File: config.mk
export PLATFORM = sky130hd
export DESIGN_NAME = sc_spi_xfer_arb
export DESIGN_NICKNAME = d
export VERILOG_FILES = /design/src/rtl/sc_spi_xfer_arb_pkg.sv /design/src/rtl/sc_spi_rr_arb.sv /design/src/rtl/sc_spi_xfer_arb.sv
export SDC_FILE = /design/constraint.sdc
export NUM_CORES = 1
export LEC_CHECK = 0
export CAP_MARGIN = 20
export CELL_PAD_IN_SITES_DETAIL_PLACEMENT = 0
export CELL_PAD_IN_SITES_GLOBAL_PLACEMENT = 1
export CORE_UTILIZATION = 38
export CTS_CLUSTER_SIZE = 8
export DETAILED_ROUTE_END_ITERATION = 10
export HOLD_SLACK_MARGIN = 0.08
export PLACE_DENSITY = 0.92
export SYNTH_ARGS = -nofsm -noshare
export SYNTH_HDL_FRONTEND = slang
export SYNTH_SLANG_ARGS = --single-unit
export TNS_END_PERCENT = 1
File: constraint.sdc
create_clock -name SYSCLK -period 5.6 [get_ports SYSCLK]
set_input_delay 1.12 -clock SYSCLK [delete_from_list [all_inputs] [get_ports SYSCLK]]
set_output_delay 1.12 -clock SYSCLK [all_outputs]
set_load 0.05 [all_outputs]
File: src/rtl/sc_spi_xfer_arb_pkg.sv
// Shared types for the sc-spi transfer arbiter: sequencer states, default watchdog width
// and the round-robin pointer helper.
package sc_spi_xfer_arb_pkg;

    typedef enum logic [2:0] {
        StIdle,
        StWbusy,
        StActive,
        StFlush,
        StFin
    } xfer_state_e;

    localparam int unsigned DefaultTow = 16;

    // Next round-robin pointer: one past the winner, wrapping at n.
    function automatic int unsigned rr_next(input int unsigned idx, input int unsigned n);
        return (idx + 1 >= n) ? 0 : idx + 1;
    endfunction

endpackage

File: src/rtl/sc_spi_rr_arb.sv
// Combinational round-robin picker: first set request at or after the pointer, wrapping.
module sc_spi_rr_arb #(
    parameter int unsigned NREQ = 4,
    parameter int unsigned PTRW = 2
) (
    input  logic [NREQ-1:0] req,
    input  logic [PTRW-1:0] ptr,
    output logic [NREQ-1:0] win_oh,
    output logic [PTRW-1:0] win_idx,
    output logic            win_vld
);

    always_comb begin
        int unsigned j;
        win_oh  = '0;
        win_idx = '0;
        win_vld = 1'b0;
        j       = 0;
        for (int unsigned i = 0; i < NREQ; i++) begin
            j = (32'(ptr) + i) % NREQ;
            if (!win_vld && req[j]) begin
                win_vld    = 1'b1;
                win_oh[j]  = 1'b1;
                win_idx    = PTRW'(j);
            end
        end
    end

endmodule

File: src/rtl/sc_spi_xfer_arb.sv
// SYSCLK-domain arbiter/sequencer sharing one SPI engine among NREQ requesters.
// Optional transfer watchdog enabled by defining SC_SPI_XFER_ARB_WDT_EN.
module sc_spi_xfer_arb
    import sc_spi_xfer_arb_pkg::*;
#(
    parameter int unsigned NREQ = 4,
    parameter int unsigned CNTW = 8,
    parameter int unsigned TOW  = DefaultTow
) (
    input  logic            SYSCLK,
    input  logic            SYSRST,
    input  logic [NREQ-1:0] REQ,
    output logic [NREQ-1:0] GNT,
    output logic [NREQ-1:0] DONE,
    output logic            ERR,
    output logic [CNTW-1:0] RXCNT,
    input  logic [TOW-1:0]  TOVAL,
    output logic            CLKEN,
    input  logic            SPIBUSY_SYSCLK,
    input  logic            RXVALID_SYSCLK
);

    localparam int unsigned PTRW = (NREQ > 1) ? $clog2(NREQ) : 1;

    xfer_state_e     state;
    logic [PTRW-1:0] ptr;
    logic [NREQ-1:0] win_oh;
    logic [PTRW-1:0] win_idx;
    logic            win_vld;
    logic [CNTW-1:0] rxcnt_inc;

    sc_spi_rr_arb #(
        .NREQ (NREQ),
        .PTRW (PTRW)
    ) u_rr_arb (
        .req     (REQ),
        .ptr     (ptr),
        .win_oh  (win_oh),
        .win_idx (win_idx),
        .win_vld (win_vld)
    );

    assign rxcnt_inc = (RXCNT == '1) ? RXCNT : RXCNT + CNTW'(1);

`ifdef SC_SPI_XFER_ARB_WDT_EN
    logic [TOW-1:0] wdt_q;
    logic [TOW-1:0] wdt_step;
    logic           wdt_hit;
    logic           err_q;

    // A counted RXVALID proves the engine is alive and restarts the timeout.
    always_comb begin
        wdt_step = wdt_q;
        if (state == StActive && RXVALID_SYSCLK) begin
            wdt_step = '0;
        end else if (wdt_q != '1) begin
            wdt_step = wdt_q + TOW'(1);
        end
    end

    assign wdt_hit = (TOVAL != '0) && (wdt_q == TOVAL);
    assign ERR     = err_q;
`else
    logic unused_toval;
    assign unused_toval = ^TOVAL;
    assign ERR          = 1'b0;
`endif

    always_ff @(posedge SYSCLK or posedge SYSRST) begin
        if (SYSRST) begin
            state <= StIdle;
            ptr   <= '0;
            GNT   <= '0;
            DONE  <= '0;
            RXCNT <= '0;
            CLKEN <= 1'b0;
`ifdef SC_SPI_XFER_ARB_WDT_EN
            wdt_q <= '0;
            err_q <= 1'b0;
`endif
        end else begin
            DONE <= '0;
`ifdef SC_SPI_XFER_ARB_WDT_EN
            err_q <= 1'b0;
`endif
            case (state)
                StIdle: begin
                    // Stale engine activity blocks new grants until busy reads low.
                    if (win_vld && !SPIBUSY_SYSCLK) begin
                        GNT   <= win_oh;
                        CLKEN <= 1'b1;
                        ptr   <= PTRW'(rr_next(32'(win_idx), NREQ));
                        RXCNT <= '0;
                        state <= StWbusy;
`ifdef SC_SPI_XFER_ARB_WDT_EN
                        wdt_q <= '0;
`endif
                    end
                end
                StWbusy: begin
`ifdef SC_SPI_XFER_ARB_WDT_EN
                    wdt_q <= wdt_step;
                    if (wdt_hit) begin
                        CLKEN <= 1'b0;
                        state <= StFlush;
                    end else
`endif
                    if (SPIBUSY_SYSCLK) begin
                        state <= StActive;
                    end
                end
                StActive: begin
                    if (RXVALID_SYSCLK) begin
                        RXCNT <= rxcnt_inc;
                    end
                    if (!SPIBUSY_SYSCLK) begin
                        CLKEN <= 1'b0;
                        DONE  <= GNT;
                        GNT   <= '0;
                        state <= StFin;
                    end
`ifdef SC_SPI_XFER_ARB_WDT_EN
                    else if (wdt_hit) begin
                        CLKEN <= 1'b0;
                        state <= StFlush;
                    end
                    wdt_q <= wdt_step;
`endif
                end
`ifdef SC_SPI_XFER_ARB_WDT_EN
                StFlush: begin
                    if (!SPIBUSY_SYSCLK) begin
                        DONE  <= GNT;
                        GNT   <= '0;
                        err_q <= 1'b1;
                        state <= StFin;
                    end
                end
`endif
                StFin: begin
                    state <= StIdle;
                end
                default: begin
                    state <= StIdle;
                end
            endcase
        end
    end

endmodule
==> key figures <==
Critical path
  • Worst path required time: 5750 ps
  • Worst setup SP type: flop
  • Crit path max-delay cell type: mux4_1
  • Worst r2r src: ptr[0]
  • CP Capture Type: flop
  • CP Cell Sequence: inv_1 > ha_1 > mux4_1 > nor2b_1 > o21ai_0 > a211oi_1 > o31ai_2
  • R2r setup slk: 2540 ps
  • R2R cell count: 7
  • Crit path max fanout: 14
  • Crit path DAT: 3210 ps
  • Slowest cell delay on critical path: 770 ps
  • Setup CP Type: reg2reg
  • Reg2reg end: ptr[1]

CTS
  • Cts hold-fix bufs: 0
  • CTS tree: yes
  • Num CTS Buffers: 3
  • Clk root buf: clkbuf_8
  • Max clock buf depth: 2
  • CTS Sinks: 22
  • Clk_lat worst skew: 260 ps
  • Post-cts sizing count: 0
  • Depth of the CTS H-tree: 1
  • Setup bufs post-CTS: 0
  • Reg clk slew, reported paths: 80 ps

Layout
  • Antenna cells: 0
  • Share of cells above drive strength 1: 0.0848
  • Area of the multi-input gates: 808 µm²
  • Number of fill cells: 358
  • Final nets: 199
  • Area delta synth->final: 22.4%
  • Finished Cell Area: 0.00177 mm²
  • Register area: 551 µm²

Timing
  • Slew Limit Fails: 0
  • Final Critical Period: 3060 ps
  • Worst-Margin Slew: 796 ps
  • Final period utilization: 0.546
  • Worst slew margin: 0.469
  • Total negative slack: 0 ps
  • Final Hold Viols: 0
  • RSZ-0062 raised after global routing: no
  • Fin worst setup slack: 2540 ps
  • Max Clk Rate: 327 MHz
  • # setup viols final: 0
  • Setup Skew: 1.12 ps
  • Hold_ws: 518 ps

Synthesis
  • Sequential area share after synthesis: 0.381
  • Post-Syn Area per Cell: 10.1 µm²
  • Syn Nets: 176
  • Synthesized netlist cell count: 143
  • Yosys Warn Count: 0
  • EDFF count, synth: 0
  • Top_reg_cell synth: dfrtp_1
  • Seq cells post-synth: 22
  • Synth Cell Area: 0.00144 mm²
  • Synth cell types: 42
  • Post-synth ARST share: 1.00
  • Post-synth top area share: 0.381
  • Synth area leader: dfrtp_1
  • Top post-synthesis cells by area: dfrtp_1 (38%), ha_1 (7.8%), nand2_1 (4.2%)

Pwr
  • Internal power: 510 µW
  • Leakage: 0.778 nW
  • Comb pwr share: 0.559
  • VDD IR-drop max: 245 µV
  • Design Power: 935 µW
  • Clk pwr share: 0.156
  • Sequential share of power: 0.285
  • PwrDens: 529 mW/mm²
  • Switching power total: 425 µW
  • Net Sw Frac: 0.455

Place
  • Detailed Place HPWL: 2.19 mm
  • Dpl ws: 2270 ps
  • Placed cell area: 0.00170 mm²
  • GP Congestion: 0.920
  • IO buf count: 24

Drt
  • Vias per std cell: 5.53
  • DR pass1 iterations: 4
  • Vias: 1178
  • Routed wire length: 2.86 mm
  • Drt drc: 0
  • Routed WL per cell: 13.4 µm
  • Initial DRC Count: 72
  • Final ANT Viol Nets: 0

Global routing
  • Vias in the first global route: 1093
  • Total gr overflow: 0
  • Initial antenna violation count: 0
  • Tot GR Track Use: 0.158
  • First-pass GRT wire length: 5.07 mm
  • Largest net degree at the start of global routing: 23

Run status
  • Status: finished, final reports clean

Floorplanning
  • Overall die width: 63.6 µm
  • Core area: 0.00366 mm²
  • Starting Density: 0.394
  • I/O Pins: 42
  • Die Y: 63.6 µm
  • Site Rows: 22
  • Die ar.: 0.00405 mm²

Hold path
  • Worst Hold Class: reg2reg
  • Hold Path Depth: 2
  • Worst hold start: CLKEN
  • Hold Crit Endpoint: CLKEN

Job
  • Max Cap Viol: 0
[synth_stat cells, types with 3 or more instances]
cell type  number
nor3_1          3
a21oi_1         9
ha_1            9
a22oi_1         5
nor2_1          8
o21ai_0         7
nand3_1         5
a221o_1         3
buf_6           3
dfrtp_1        22
inv_1           8
and3_1          4
xor2_1          3
nand2_1        16
xnor2_1         3
[final cells by class]
type                    count  area share
clock buffers               3      0.0234
clock inverters             1      0.0170
inverters                   8      0.0170
multi-input cells         106       0.457
flip-flops and latches     22       0.311
well taps                  48      0.0340
repair buffers             25       0.140
[placed cells by master (no fill, tap or decap), types with 3 or more instances in the layout]
| cell | n |
|---|---|
| a21oi_1 | 9 |
| a221o_1 | 3 |
| a22oi_1 | 5 |
| and3_1 | 4 |
| clkbuf_8 | 3 |
| clkdlybuf4s50_1 | 24 |
| dfrtp_1 | 22 |
| ha_1 | 9 |
| inv_1 | 8 |
| nand2_1 | 16 |
| nand3_1 | 5 |
| nor2_1 | 8 |
| nor3_1 | 3 |
| o21ai_0 | 7 |
| xnor2_1 | 3 |
| xor2_1 | 3 |
[cell families after synthesis]
family / synth area share
AO/OA/AOI/OAI: 0.184
XOR/XNOR: 0.0364
adder cells (fa/ha/maj): 0.0780
buffers and inverters: 0.0589
flip-flops: 0.381
multiplexers: 0.0893
other: 0.00260
AND/OR/NAND/NOR: 0.170
[state kept, by name, indices dropped and copies added, names as in the netlist]
signal and cells:
CLKEN 1, DONE 4, GNT 4, RXCNT 8, ptr 2, state 3
[layer usage]
layer	track usage	vias to the layer above	wire length [µm]
met1	0.192	576	1250
met2	0.282	32	1470
li1	-	565	-
met4	0.0511	0	30
met3	0.0236	5	104
met5	0	-	0
[worst max-delay path: cells and delay by family, from the launching register on]
kind / cells / cell delay, ps
multiplexers: 1 / 770
AND/OR/NAND/NOR: 1 / 200
flip-flops: 1 / 690
AO/OA/AOI/OAI: 3 / 570
buffers and inverters: 1 / 250
adder cells (fa/ha/maj): 1 / 450
[stage by stage]
step,util,instances
2_1_floorplan,-,143
3_3_place_gp,0.463,209
3_5_place_dp,0.463,209
4_1_cts,0.483,213
5_1_grt,0.483,213
6_report,0.483,213
[power groups by stage]
stage	logic, mW	clock network (mW)	registers [mW]
floorplan	0.352	0	0.325
global placement	0.504	0	0.265
detailed placement	0.520	0	0.269
CTS	0.523	0.148	0.267
global route	0.573	0.153	0.278
finish	0.523	0.146	0.267
[how the worst max path moves through the flow]
| stage | from | to | slack (ps) | depth (start not counted) |
|---|---|---|---|---|
| after floorplan | REQ[0] | ptr[1] | 2940 | 7 |
| after global placement | REQ[0] | ptr[1] | 2320 | 6 |
| after detailed placement | REQ[0] | ptr[1] | 2270 | 6 |
| after CTS | ptr[0] | ptr[1] | 2540 | 7 |
| final | ptr[0] | ptr[1] | 2540 | 7 |
| after global routing | ptr[0] | ptr[1] | 2280 | 7 |
Power figures use the tool's default switching activity.
